### src/rtl/rdy_vld_pkg.sv
// Shared types for the rdy_vld_skid register slice: FSM state encoding and
// the width of the held-beat count.
package rdy_vld_pkg;

  localparam int OCC_W = 2;

  typedef enum logic [1:0] {
    ST_EMPTY = 2'd0,
    ST_BUSY  = 2'd1,
    ST_FULL  = 2'd2
  } state_e;

  // Number of beats held in a given state.
  function automatic logic [OCC_W-1:0] occ_of(input state_e st);
    case (st)
      ST_BUSY: occ_of = OCC_W'(1);
      ST_FULL: occ_of = OCC_W'(2);
      default: occ_of = OCC_W'(0);
    endcase
  endfunction

endpackage

### src/rtl/rdy_vld_skid.sv
// Skid-buffer register slice: valid, data and ready are all registered, so
// no input reaches any output combinationally.
module rdy_vld_skid
  import rdy_vld_pkg::*;
#(
  parameter int DWIDTH = 32
) (
  input  logic              clk,
  input  logic              rst,
  input  logic              vld_in,
  input  logic [DWIDTH-1:0] din,
  output logic              rdy_out,
  output logic              vld_out,
  output logic [DWIDTH-1:0] dout,
  input  logic              rdy_in,
  output logic [OCC_W-1:0]  occ
);

  // Handshake: a beat moves on a port in any cycle where that port's valid and
  // ready are both high at the rising edge; valid/data never depend on ready.

  state_e            state_q, state_d;
  logic [DWIDTH-1:0] main_q, main_d;
  logic [DWIDTH-1:0] skid_q, skid_d;
  logic              rdy_q, rdy_d;
  logic              vld_q, vld_d;
  logic [OCC_W-1:0]  occ_q, occ_d;

  always_comb begin
    state_d = state_q;
    main_d  = main_q;
    skid_d  = skid_q;
    case (state_q)
      ST_EMPTY: begin
        if (vld_in) begin
          main_d  = din;
          state_d = ST_BUSY;
        end
      end
      ST_BUSY: begin
        if (vld_in && rdy_in) begin
          main_d = din;
        end else if (vld_in) begin
          skid_d  = din;
          state_d = ST_FULL;
        end else if (rdy_in) begin
          state_d = ST_EMPTY;
        end
      end
      ST_FULL: begin
        // Upstream sees rdy_out=0 here, so vld_in is not looked at.
        if (rdy_in) begin
          main_d  = skid_q;
          state_d = ST_BUSY;
        end
      end
      default: state_d = ST_EMPTY;
    endcase
    // Output flops are loaded from the next state so they always match state_q.
    rdy_d = (state_d != ST_FULL);
    vld_d = (state_d != ST_EMPTY);
    occ_d = occ_of(state_d);
  end

  always_ff @(posedge clk or posedge rst) begin
    if (rst) begin
      state_q <= ST_EMPTY;
      main_q  <= '0;
      skid_q  <= '0;
      rdy_q   <= 1'b1;
      vld_q   <= 1'b0;
      occ_q   <= '0;
    end else begin
      state_q <= state_d;
      main_q  <= main_d;
      skid_q  <= skid_d;
      rdy_q   <= rdy_d;
      vld_q   <= vld_d;
      occ_q   <= occ_d;
    end
  end

  assign rdy_out = rdy_q;
  assign vld_out = vld_q;
  assign dout    = main_q;
  assign occ     = occ_q;

endmodule

### config.mk
export PLATFORM = sky130hd
export DESIGN_NAME = rdy_vld_skid
export DESIGN_NICKNAME = d
export VERILOG_FILES = /design/src/rtl/rdy_vld_pkg.sv /design/src/rtl/rdy_vld_skid.sv
export SDC_FILE = /design/constraint.sdc
export NUM_CORES = 1
export LEC_CHECK = 0
export ABC_CLOCK_PERIOD_IN_PS = 4800
export CAP_MARGIN = 20
export CORE_MARGIN = 10
export CORE_UTILIZATION = 54
export CTS_CLUSTER_DIAMETER = 30
export DETAILED_ROUTE_END_ITERATION = 10
export PLACE_DENSITY = 0.89
export SYNTH_ARGS = -nofsm -noshare
export SYNTH_HDL_FRONTEND = slang
export SYNTH_SLANG_ARGS = --single-unit
export TNS_END_PERCENT = 5
### constraint.sdc
create_clock -name clk -period 4.8 [get_ports clk]
set_clock_uncertainty 0.1 [all_clocks]
set_input_delay 0.72 -clock clk [delete_from_list [all_inputs] [get_ports clk]]
set_output_delay 0.72 -clock clk [all_outputs]
set_load 0.05 [all_outputs]
==> out/metrics.yaml <==
cts_buffers: 9
antenna_found_initial: 0
syn_avg_cell_area_um2: 16.8
worstPathArrival_ns: 2.91
holdPathEnd: "skid_q[23]"
yosysUniqueCellTypes: 22
clock-sinks: 70
worstSetupStartpointType: "input port"
hold_class: "reg -> reg"
die_w_um: 97.6
worstReg2RegEnd: "dout[4]"
gr-usage-all-layers: 0.140
ctsResizeCount: 0
drive_gt1_frac: 0.315
irDropWorstVdd_mv: 0.368
wl_per_cell_um: 18.3
coreArea_um2: 5890
syn-num-nets: 229
area_growth_pct: 28.3
post-place-cells: 331
min_from: "skid_q[23]"
drc: 0
period_needed_ns: 2.80
max_stage_delay_ns: 0.74
synth_top_area_cell: "dfrtp_1"
tns_ns: 0
setup_viol: 0
die_h_um: 97.6
end_kind: "flop"
drt_iter0_drc: 44
io_pins: 72
postLayoutSetupSlackWorst_ns: 2.00
grt_pass1_wl_um: 10700
r2r-start: "state_q[1]"
place_ws_ns: 1.65
worstMarginPinSlew_ns: 0.935
wl_um: 6320
netlist_area_um2: 3250
htree_num_levels: 3
critPathTopFamily: "buffers and inverters"
place_congestion: 0.700
rsz0062_at_grt: "false"
ys_ff_latch: 70
netlist_instances: 193
grt_overflow: 0
drv_cap: 0
post-dp-hpwl_um: 4670
grt_max_degree: 37
diodes: 0
synth_top_area_share: 0.531
seq_area_frac_synth: 0.539
drv_slew: 0
path_class: "in -> reg"
p_total_w: 0.00241
grt_pass1_vias: 2016
ant_nets: 0
final_util: 0.708
critPathMaxFanout: 21
rrSetupSlack_ns: 2.46
yosys-top-cells-area: "dfrtp_1, mux2_4, mux2_1"
yosys_warnings: 0
clock_path_buffers: 2
clockRootBuffer: "clkbuf_8"
viasPerCell: 5.23
fillers: 407
row_count: 28
hold_viol_final: 0
initial_core_util: 0.552
dieArea_um2: 9520
cts_tree: "built"
clk_pin_slew_ns: 0.06
hold_buffers: 0
cp.required_ns: 4.91
crit_path_top_delay_cell: "o21ai_4"
dr.pass1.iters: 3
path_buf_inv: 2
power_density_nw_per_um2: 578
outcome: "finished clean"
clkLatencyLatePin_ns: 0.33
vias: 1805
reg2regPathDepth: 4
worstHoldPathCells: 1
relSlewSlack: 0.377
timing.fmax_mhz: 357
final_nets: 303
post-cts-setup-buffers: 0
period_share: 0.583
cp_cell_sequence: "clkdlybuf4s50_1, nor2b_1, o21ai_4, buf_4, mux2_4"
portBuffers: 71
fin_cells: 345
leakage_nw: 1.89
## layer usage
metal  GRT usage  vias to the layer above  share of wire
met2       0.242                       39           0.54
met5           0                        -              0
met1       0.155                      919           0.40
met4      0.0749                        0          0.023
li1            -                      837              -
met3      0.0341                       10          0.036
## flip-flops by register name, indices dropped and copies added (netlist names)
signal and flops:
dout 32, rdy_out 1, state_q 2, occ 2
skid_q 32, vld_out 1
## cells in the mapped netlist
library cell,instances
mux2_1,33
o21bai_1,2
buf_12,2
nand3b_1,1
a21boi_0,1
buf_2,4
o21ai_0,1
buf_6,2
o21ai_2,1
buf_4,3
o22ai_1,2
inv_1,1
nand2b_1,2
nor2b_1,1
inv_2,1
dfrtp_1,69
mux2_2,9
dfstp_2,1
mux2i_1,1
nor2_1,1
and4bb_1,1
mux2_4,54
## through the flow
step	hold WS, ns	instance area, um2
global route	0.410	4170
global placement	0.360	3980
finish	0.383	4170
CTS	0.387	4170
floorplan	0.350	3250
detailed placement	0.373	4000
## cell families after synthesis
| kind of cell | synth area share |
|---|---|
| multiplexers | 0.398 |
| flip-flops | 0.539 |
| buffers and inverters | 0.0346 |
| AO/OA/AOI/OAI | 0.0150 |
| AND/OR/NAND/NOR | 0.0131 |
## layout make-up
| type | count | area (um2) | area share |
|---|---|---|---|
| Sequential cell | 70 | 1750 | 0.420 |
| Multi-Input combinational cell | 110 | 1400 | 0.335 |
| Timing Repair Buffer | 74 | 746 | 0.179 |
| Clock buffer | 13 | 169 | 0.0405 |
| Tap cell | 75 | 93.8 | 0.0225 |
| Inverter | 2 | 7.51 | 0.00180 |
| Clock inverter | 1 | 5.00 | 0.00120 |
## cell usage in the layout, fill, tap and decap left out, drive strengths merged
cell / instances
o21ai: 2
nand2b: 2
clkinv: 1
mux2: 96
nor2b: 1
inv: 2
buf: 3
nand3b: 1
a21boi: 1
dfrtp: 69
o21bai: 2
clkdlybuf4s50: 71
mux2i: 1
clkbuf: 13
o22ai: 2
dfstp: 1
nor2: 1
and4bb: 1
## how the worst max path moves through the flow
stage                     slack (ns)  endpoint   start  cells past startpoint
after floorplan                 2.21   dout[0]     rst                      1
after global placement          1.71  dout[24]  rdy_in                      5
after detailed placement        1.65   dout[4]  rdy_in                      5
after CTS                       2.00   dout[4]  rdy_in                      5
after global routing            1.86   dout[8]  rdy_in                      5
final                           2.00   dout[4]  rdy_in                      5
## where the power goes
part | internal (W) | leakage, nW | switching, W | total (W)
Sequential | 0.000820 | 0.825 | 0.000122 | 0.000942
Clock | 0.000224 | 0.0914 | 0.000195 | 0.000419
Combinational | 0.000473 | 0.974 | 0.000577 | 0.00105
Total | 0.00152 | 1.89 | 0.000894 | 0.00241
No activity file was read; power rests on OpenSTA's default activity.
